<file path="config.mk">
export PLATFORM = sky130hd
export DESIGN_NAME = store_loader_flat
export DESIGN_NICKNAME = d
export VERILOG_FILES = /design/src/rtl/store_pkg.sv /design/src/rtl/store_loader_if.sv /design/src/rtl/store_phase_timer.sv /design/src/rtl/store_loader.sv /design/src/flat_wrapper.sv
export SDC_FILE = /design/constraint.sdc
export NUM_CORES = 1
export LEC_CHECK = 0
export ABC_CLOCK_PERIOD_IN_PS = 1700
export CAP_MARGIN = 20
export CELL_PAD_IN_SITES_DETAIL_PLACEMENT = 1
export CELL_PAD_IN_SITES_GLOBAL_PLACEMENT = 1
export CORE_MARGIN = 2
export CORE_UTILIZATION = 36
export CTS_BUF_LIST = sky130_fd_sc_hd__clkbuf_4 sky130_fd_sc_hd__clkbuf_8
export CTS_CLUSTER_SIZE = 12
export DETAILED_ROUTE_END_ITERATION = 10
export PLACE_DENSITY = 0.81
export SYNTH_ARGS = -nofsm -noshare
export SYNTH_HDL_FRONTEND = slang
export SYNTH_SLANG_ARGS = --single-unit
</file>
<file path="constraint.sdc">
create_clock -name clk -period 1.7 [get_ports clk]
set_input_delay 0.255 -clock clk [delete_from_list [all_inputs] [get_ports clk]]
set_output_delay 0.255 -clock clk [all_outputs]
set_load 0.1 [all_outputs]
</file>
<file path="src/rtl/store_pkg.sv">
// Shared definitions for the row/column latch store family: loader state
// encoding, default phase lengths and the word-bit <-> (row, col) mapping.
package store_pkg;

    typedef enum logic [1:0] {
        IDLE   = 2'd0,
        SETUP  = 2'd1,
        STROBE = 2'd2,
        HOLD   = 2'd3
    } store_ld_state_e;

    localparam int DEF_ROWS      = 3;
    localparam int DEF_COLS      = 2;
    localparam int DEF_SETUP_CYC = 1;
    localparam int DEF_PULSE_CYC = 1;
    localparam int DEF_HOLD_CYC  = 1;

    // Word bit index of a cell; the readback logic uses the same mapping.
    function automatic int store_idx(input int row, input int col, input int cols = DEF_COLS);
        return row * cols + col;
    endfunction

    function automatic int max3(input int a, input int b, input int c);
        int m;
        m = (a > b) ? a : b;
        return (m > c) ? m : c;
    endfunction

endpackage

</file>
<file path="src/rtl/store_loader_if.sv">
// Word handshake and store-side strobe bundle between a producer, the
// loader and one latch store instance.
interface store_loader_if
    import store_pkg::*;
#(
    parameter int ROWS = DEF_ROWS,
    parameter int COLS = DEF_COLS
);

    logic [ROWS*COLS-1:0] in_word;
    logic                 in_valid;
    logic                 in_ready;
    logic [ROWS-1:0]      dat;
    logic [COLS-1:0]      cap;
    logic                 busy;
    logic                 done;

    modport master (
        output in_word, in_valid,
        input  in_ready, dat, cap, busy, done
    );

    modport slave (
        input  in_word, in_valid,
        output in_ready, dat, cap, busy, done
    );

endinterface

</file>
<file path="src/rtl/store_phase_timer.sv">
// Loadable down-counter with a zero flag; a load of N gives N+1 cycles
// before zero is seen, which is how phase lengths are timed.
module store_phase_timer #(
    parameter int W = 1
) (
    input  logic         clk,
    input  logic         rst_n,
    input  logic         load,
    input  logic [W-1:0] load_val,
    output logic         zero
);

    logic [W-1:0] cnt;

    // Load wins over counting; the counter parks at zero when not reloaded.
    always_ff @(posedge clk or negedge rst_n) begin
        if (!rst_n) begin
            cnt <= '0;
        end else if (load) begin
            cnt <= load_val;
        end else if (cnt != '0) begin
            cnt <= cnt - 1'b1;
        end
    end

    assign zero = (cnt == '0);

endmodule

</file>
<file path="src/rtl/store_loader.sv">
// Write-side sequencer for the latch stores: takes one word per handshake and
// programs it a column at a time with setup, strobe and hold phases.
module store_loader
    import store_pkg::*;
#(
    parameter int ROWS      = DEF_ROWS,
    parameter int COLS      = DEF_COLS,
    parameter int SETUP_CYC = DEF_SETUP_CYC,
    parameter int PULSE_CYC = DEF_PULSE_CYC,
    parameter int HOLD_CYC  = DEF_HOLD_CYC
) (
    input  logic           clk,
    input  logic           rst_n,
    store_loader_if.slave  bus
);

    localparam int PW = $clog2(max3(SETUP_CYC, PULSE_CYC, HOLD_CYC) + 1);
    localparam int CW = (COLS > 1) ? $clog2(COLS) : 1;

    localparam logic [PW-1:0] SETUP_LD = PW'(SETUP_CYC - 1);
    localparam logic [PW-1:0] PULSE_LD = PW'(PULSE_CYC - 1);
    localparam logic [PW-1:0] HOLD_LD  = PW'(HOLD_CYC - 1);
    localparam logic [CW-1:0] LAST_COL = CW'(COLS - 1);

    store_ld_state_e       state_q, state_d;
    logic [CW-1:0]         col_q, col_d;
    logic [ROWS-1:0]       dat_q, dat_d;
    logic [COLS-1:0]       cap_q, cap_d;
    logic                  done_q, done_d;
    logic [ROWS*COLS-1:0]  word_q, word_d;
    logic                  tmr_load;
    logic [PW-1:0]         tmr_val;
    logic                  tmr_zero;

    logic [ROWS-1:0]       in_col0;
    logic [ROWS-1:0]       q_cols [COLS];

    // Column 0 comes straight off the bus so dat is valid right after the handshake.
    for (genvar r = 0; r < ROWS; r++) begin : g_in_col0
        assign in_col0[r] = bus.in_word[store_idx(r, 0, COLS)];
    end

    for (genvar c = 0; c < COLS; c++) begin : g_cols
        for (genvar r = 0; r < ROWS; r++) begin : g_rows
            assign q_cols[c][r] = word_q[store_idx(r, c, COLS)];
        end
    end

    store_phase_timer #(
        .W (PW)
    ) u_timer (
        .clk      (clk),
        .rst_n    (rst_n),
        .load     (tmr_load),
        .load_val (tmr_val),
        .zero     (tmr_zero)
    );

    // Every output-facing value is a registered next-state, so cap and dat leave flops.
    always_comb begin
        state_d  = state_q;
        col_d    = col_q;
        dat_d    = dat_q;
        cap_d    = '0;
        done_d   = 1'b0;
        word_d   = word_q;
        tmr_load = 1'b0;
        tmr_val  = SETUP_LD;

        case (state_q)
            IDLE: begin
                if (bus.in_valid) begin
                    word_d   = bus.in_word;
                    col_d    = '0;
                    dat_d    = in_col0;
                    state_d  = SETUP;
                    tmr_load = 1'b1;
                    tmr_val  = SETUP_LD;
                end
            end

            SETUP: begin
                if (tmr_zero) begin
                    state_d  = STROBE;
                    cap_d    = COLS'(1) << col_q;
                    tmr_load = 1'b1;
                    tmr_val  = PULSE_LD;
                end
            end

            STROBE: begin
                if (tmr_zero) begin
                    state_d  = HOLD;
                    tmr_load = 1'b1;
                    tmr_val  = HOLD_LD;
                end else begin
                    cap_d = cap_q;
                end
            end

            HOLD: begin
                if (tmr_zero) begin
                    if (col_q != LAST_COL) begin
                        col_d    = col_q + 1'b1;
                        dat_d    = q_cols[col_d];
                        state_d  = SETUP;
                        tmr_load = 1'b1;
                        tmr_val  = SETUP_LD;
                    end else begin
                        state_d = IDLE;
                        done_d  = 1'b1;
                    end
                end
            end

            default: begin
                state_d = IDLE;
            end
        endcase
    end

    // Reset drops cap asynchronously and abandons any partially written word.
    always_ff @(posedge clk or negedge rst_n) begin
        if (!rst_n) begin
            state_q <= IDLE;
            col_q   <= '0;
            dat_q   <= '0;
            cap_q   <= '0;
            done_q  <= 1'b0;
            word_q  <= '0;
        end else begin
            state_q <= state_d;
            col_q   <= col_d;
            dat_q   <= dat_d;
            cap_q   <= cap_d;
            done_q  <= done_d;
            word_q  <= word_d;
        end
    end

    assign bus.busy     = (state_q != IDLE);
    assign bus.in_ready = (state_q == IDLE);
    assign bus.dat      = dat_q;
    assign bus.cap      = cap_q;
    assign bus.done     = done_q;

endmodule

</file>
<file path="src/flat_wrapper.sv">
// flat-port wrapper written by rule: the top's interface ports become plain ports
module store_loader_flat import store_pkg::*;
#(
    parameter int ROWS      = DEF_ROWS,
    parameter int COLS      = DEF_COLS,
    parameter int SETUP_CYC = DEF_SETUP_CYC,
    parameter int PULSE_CYC = DEF_PULSE_CYC,
    parameter int HOLD_CYC  = DEF_HOLD_CYC
)
  (clk, rst_n, bus_in_word, bus_in_valid, bus_in_ready, bus_dat, bus_cap, bus_busy, bus_done);
  store_loader_if #(.ROWS(ROWS), .COLS(COLS)) bus_i ();
  input  logic clk;
  input  logic rst_n;
  input wire logic [$bits(bus_i.in_word)-1:0] bus_in_word;
  input wire logic [$bits(bus_i.in_valid)-1:0] bus_in_valid;
  output wire logic [$bits(bus_i.in_ready)-1:0] bus_in_ready;
  output wire logic [$bits(bus_i.dat)-1:0] bus_dat;
  output wire logic [$bits(bus_i.cap)-1:0] bus_cap;
  output wire logic [$bits(bus_i.busy)-1:0] bus_busy;
  output wire logic [$bits(bus_i.done)-1:0] bus_done;
  assign bus_i.in_word = bus_in_word;
  assign bus_i.in_valid = bus_in_valid;
  assign bus_in_ready = bus_i.in_ready;
  assign bus_dat = bus_i.dat;
  assign bus_cap = bus_i.cap;
  assign bus_busy = bus_i.busy;
  assign bus_done = bus_i.done;
  store_loader #(.ROWS(ROWS), .COLS(COLS), .SETUP_CYC(SETUP_CYC), .PULSE_CYC(PULSE_CYC), .HOLD_CYC(HOLD_CYC)) u_core (.clk(clk), .rst_n(rst_n), .bus(bus_i));
endmodule
</file>
==> key figures <==
Global route
  • Met1 usage: 19.7%
  • First-pass GRT wire length: 2240 um
  • Vias in the first global route: 482
  • Largest net degree at the start of global routing: 13
  • Antenna violations before repair: 0
  • GR Util met2: 27.4%
  • Overflow after GRT: 0
  • GRT busiest layer: met2
  • Global-route usage over all layers: 16.0%
  • Met3 Use GR: 2.45%

Timing
  • Final Critical Period: 1590 ps
  • Pins over their slew limit: 0
  • Highest clock rate: 629 MHz
  • Fin crit share: 93.6%
  • Worst Skew: 1.83 ps
  • Final setup fails: 0
  • Setup_tns: 0 ps
  • Slew @ Worst Pin: 561 ps
  • Final hold vios: 0
  • Slew HR: 62.5%
  • RSZ-0062 raised after global routing: no

Cells and area
  • Final layout net count: 87
  • Filler cell count: 158
  • Commonest non-fill, non-tap cell in the layout: dfrtp_1
  • # diodes: 0
  • Utilization after layout: 60.0%
  • Fraction of layout cells with a size suffix above 1: 30.1%
  • Layout area overhead: 55.9%
  • Most frequent cells in the layout: dfrtp_1 (12), clkdlybuf4s50_1 (8), buf_12 (8), o21ai_0 (7), nand3_1 (6)

Detailed routing
  • DRT iter0 DRCs: 0
  • First drt pass iteration count: 1
  • Detailed Route WL: 1370 um
  • Antenna viol nets, final: 0
  • Vias: 465
  • DRC errors left: 0
  • Drt via density: 5.22
  • Drt wl/cell: 15.4 um

Logic synthesis
  • Synth Cell Area: 579 um2
  • Synth unique cells: 17
  • Cells after synthesis: 51
  • #FFs+latches synth: 12
  • Synth area leader: dfrtp_1
  • Synth Net Count: 64
  • Register area share after synthesis: 51.8%
  • Top cell type's share of synthesized area: 51.8%
  • Largest cells by area after synthesis: dfrtp_1 (52%), ha_1 (8.6%), o21ai_0 (6.0%)
  • Synth warnings: 0
  • Post-Syn Area per Cell: 11.4 um2

Place
  • Placer Congestion: 0.779
  • I/O Buffers: 16
  • HPWL Detailed: 963 um

Floorplanning
  • DIE AREA: 1950 um2
  • Site Rows: 14
  • Core ar.: 1510 um2
  • Initial Util: 38.5%
  • Die extent in x: 44.1 um
  • Die span in y: 44.1 um
  • # IOs: 17

Clock tree
  • Root buffer cell: clkbuf_4
  • H-tree depth: 1
  • CTS tree: yes
  • Latest clock arrival within the worst-skew pair: 280 ps
  • Hold Buf Count CTS: 0
  • # clock sinks: 12
  • Max clock buf depth: 2
  • Num CTS Buffers: 3
  • Clk slew on worst S/H paths: 80 ps

Setup path
  • Critical Path RT: 1440 ps
  • CP max-delay cell: dfrtp_1
  • CP Max Fanout: 5
  • CP cell instances: inv_1 > ha_4 > clkinvlp_4 > buf_12
  • WP data arrival: 1340 ps
  • Buf/Inv on CP: 3
  • CP top delay family: buffers and inverters
  • Worst path max stage delay: 420 ps
  • Critical path startpoint category: flop
  • Crit end category: primary output
  • Critical path type: reg2out

Status
  • Outcome: finished, final reports clean

Run
  • MaxCap Viol Count: 0

Hold path
  • Hold Path Class: in2async
cell type report:
class	count	area [um2]	area share [%]
clock buffer	4	36.3	4.02
inverter	3	15.0	1.66
multi-input combinational	35	269	29.8
sequential	12	300	33.2
tap	16	20.0	2.22
timing repair buffer	19	263	29.1
registers in the layout, indices dropped and copies added, names as in the netlist:
name	flops
u_core.bus.dat	3
u_core.state_q	2
u_core.bus.done	1
u_core.col_q	1
u_core.bus.cap	2
u_core.word_q	3
cell usage after synthesis:
library cell and number:
nand3_1 6, nand2b_1 1, o21ai_0 7, buf_6 1
mux2_4 1, nand2_1 1, nand3b_1 3, nor2_1 1
mux2i_1 2, nor2b_1 2, and2_1 2, nand2_2 1
mux2_2 3, a21oi_1 1, inv_1 3, ha_1 4
dfrtp_1 12
cell families (layout without fill, tap and decap cells):
logic type	count (synthesis)	in the layout	synth area share, %
and+or+nand+nor	17	17	16.8
DFF	12	12	51.8
AOI/OAI and AO/OA	8	8	6.91
muxes	6	6	11.9
adders and majority gates	4	4	8.64
buffers and inverters	4	26	3.89
timing repair:
action                     CTS  global route
setup buffers                0             3
setup endpoints to repair    0             1
resized for setup            0             0
layer usage:
layer  routed length [um]  share of wire, %
met1                  551                40
met2                  765                56
met3                   41               3.0
met4                   14               1.0
met5                    0                 0
metrics by stage:
stage	hold slack, ps	instances	cell area (um2)	setup WS (ps)
6_report	334	89	903	109
4_1_cts	349	86	881	44.9
3_3_place_gp	499	82	845	288
2_1_floorplan	-40.6	51	596	4.68
5_1_grt	380	89	903	44.6
3_5_place_dp	510	82	845	252
worst paths after layout:
check,start,endpoint,slack (ps),cells past startpoint
hold / removal,rst_n,u_core.bus.cap[1]$_DFF_PN0_,330,1
setup reg to reg,u_core.state_q[1]$_DFFE_PN0P_,u_core.bus.dat[2]$_DFFE_PN0P_,140,6
min in group clk,u_core.col_q$_DFFE_PN0P_,u_core.bus.cap[0]$_DFF_PN0_,520,1
setup / recovery,u_core.state_q[1]$_DFFE_PN0P_,bus_busy,110,4
hold reg to reg,u_core.col_q$_DFFE_PN0P_,u_core.bus.cap[0]$_DFF_PN0_,520,1
max in group asynchronous,rst_n,u_core.bus.dat[2]$_DFFE_PN0P_,1000,1
Power is not shown: default switching activity piles up to over one toggle a cycle in this logic, so the estimate is an artifact.
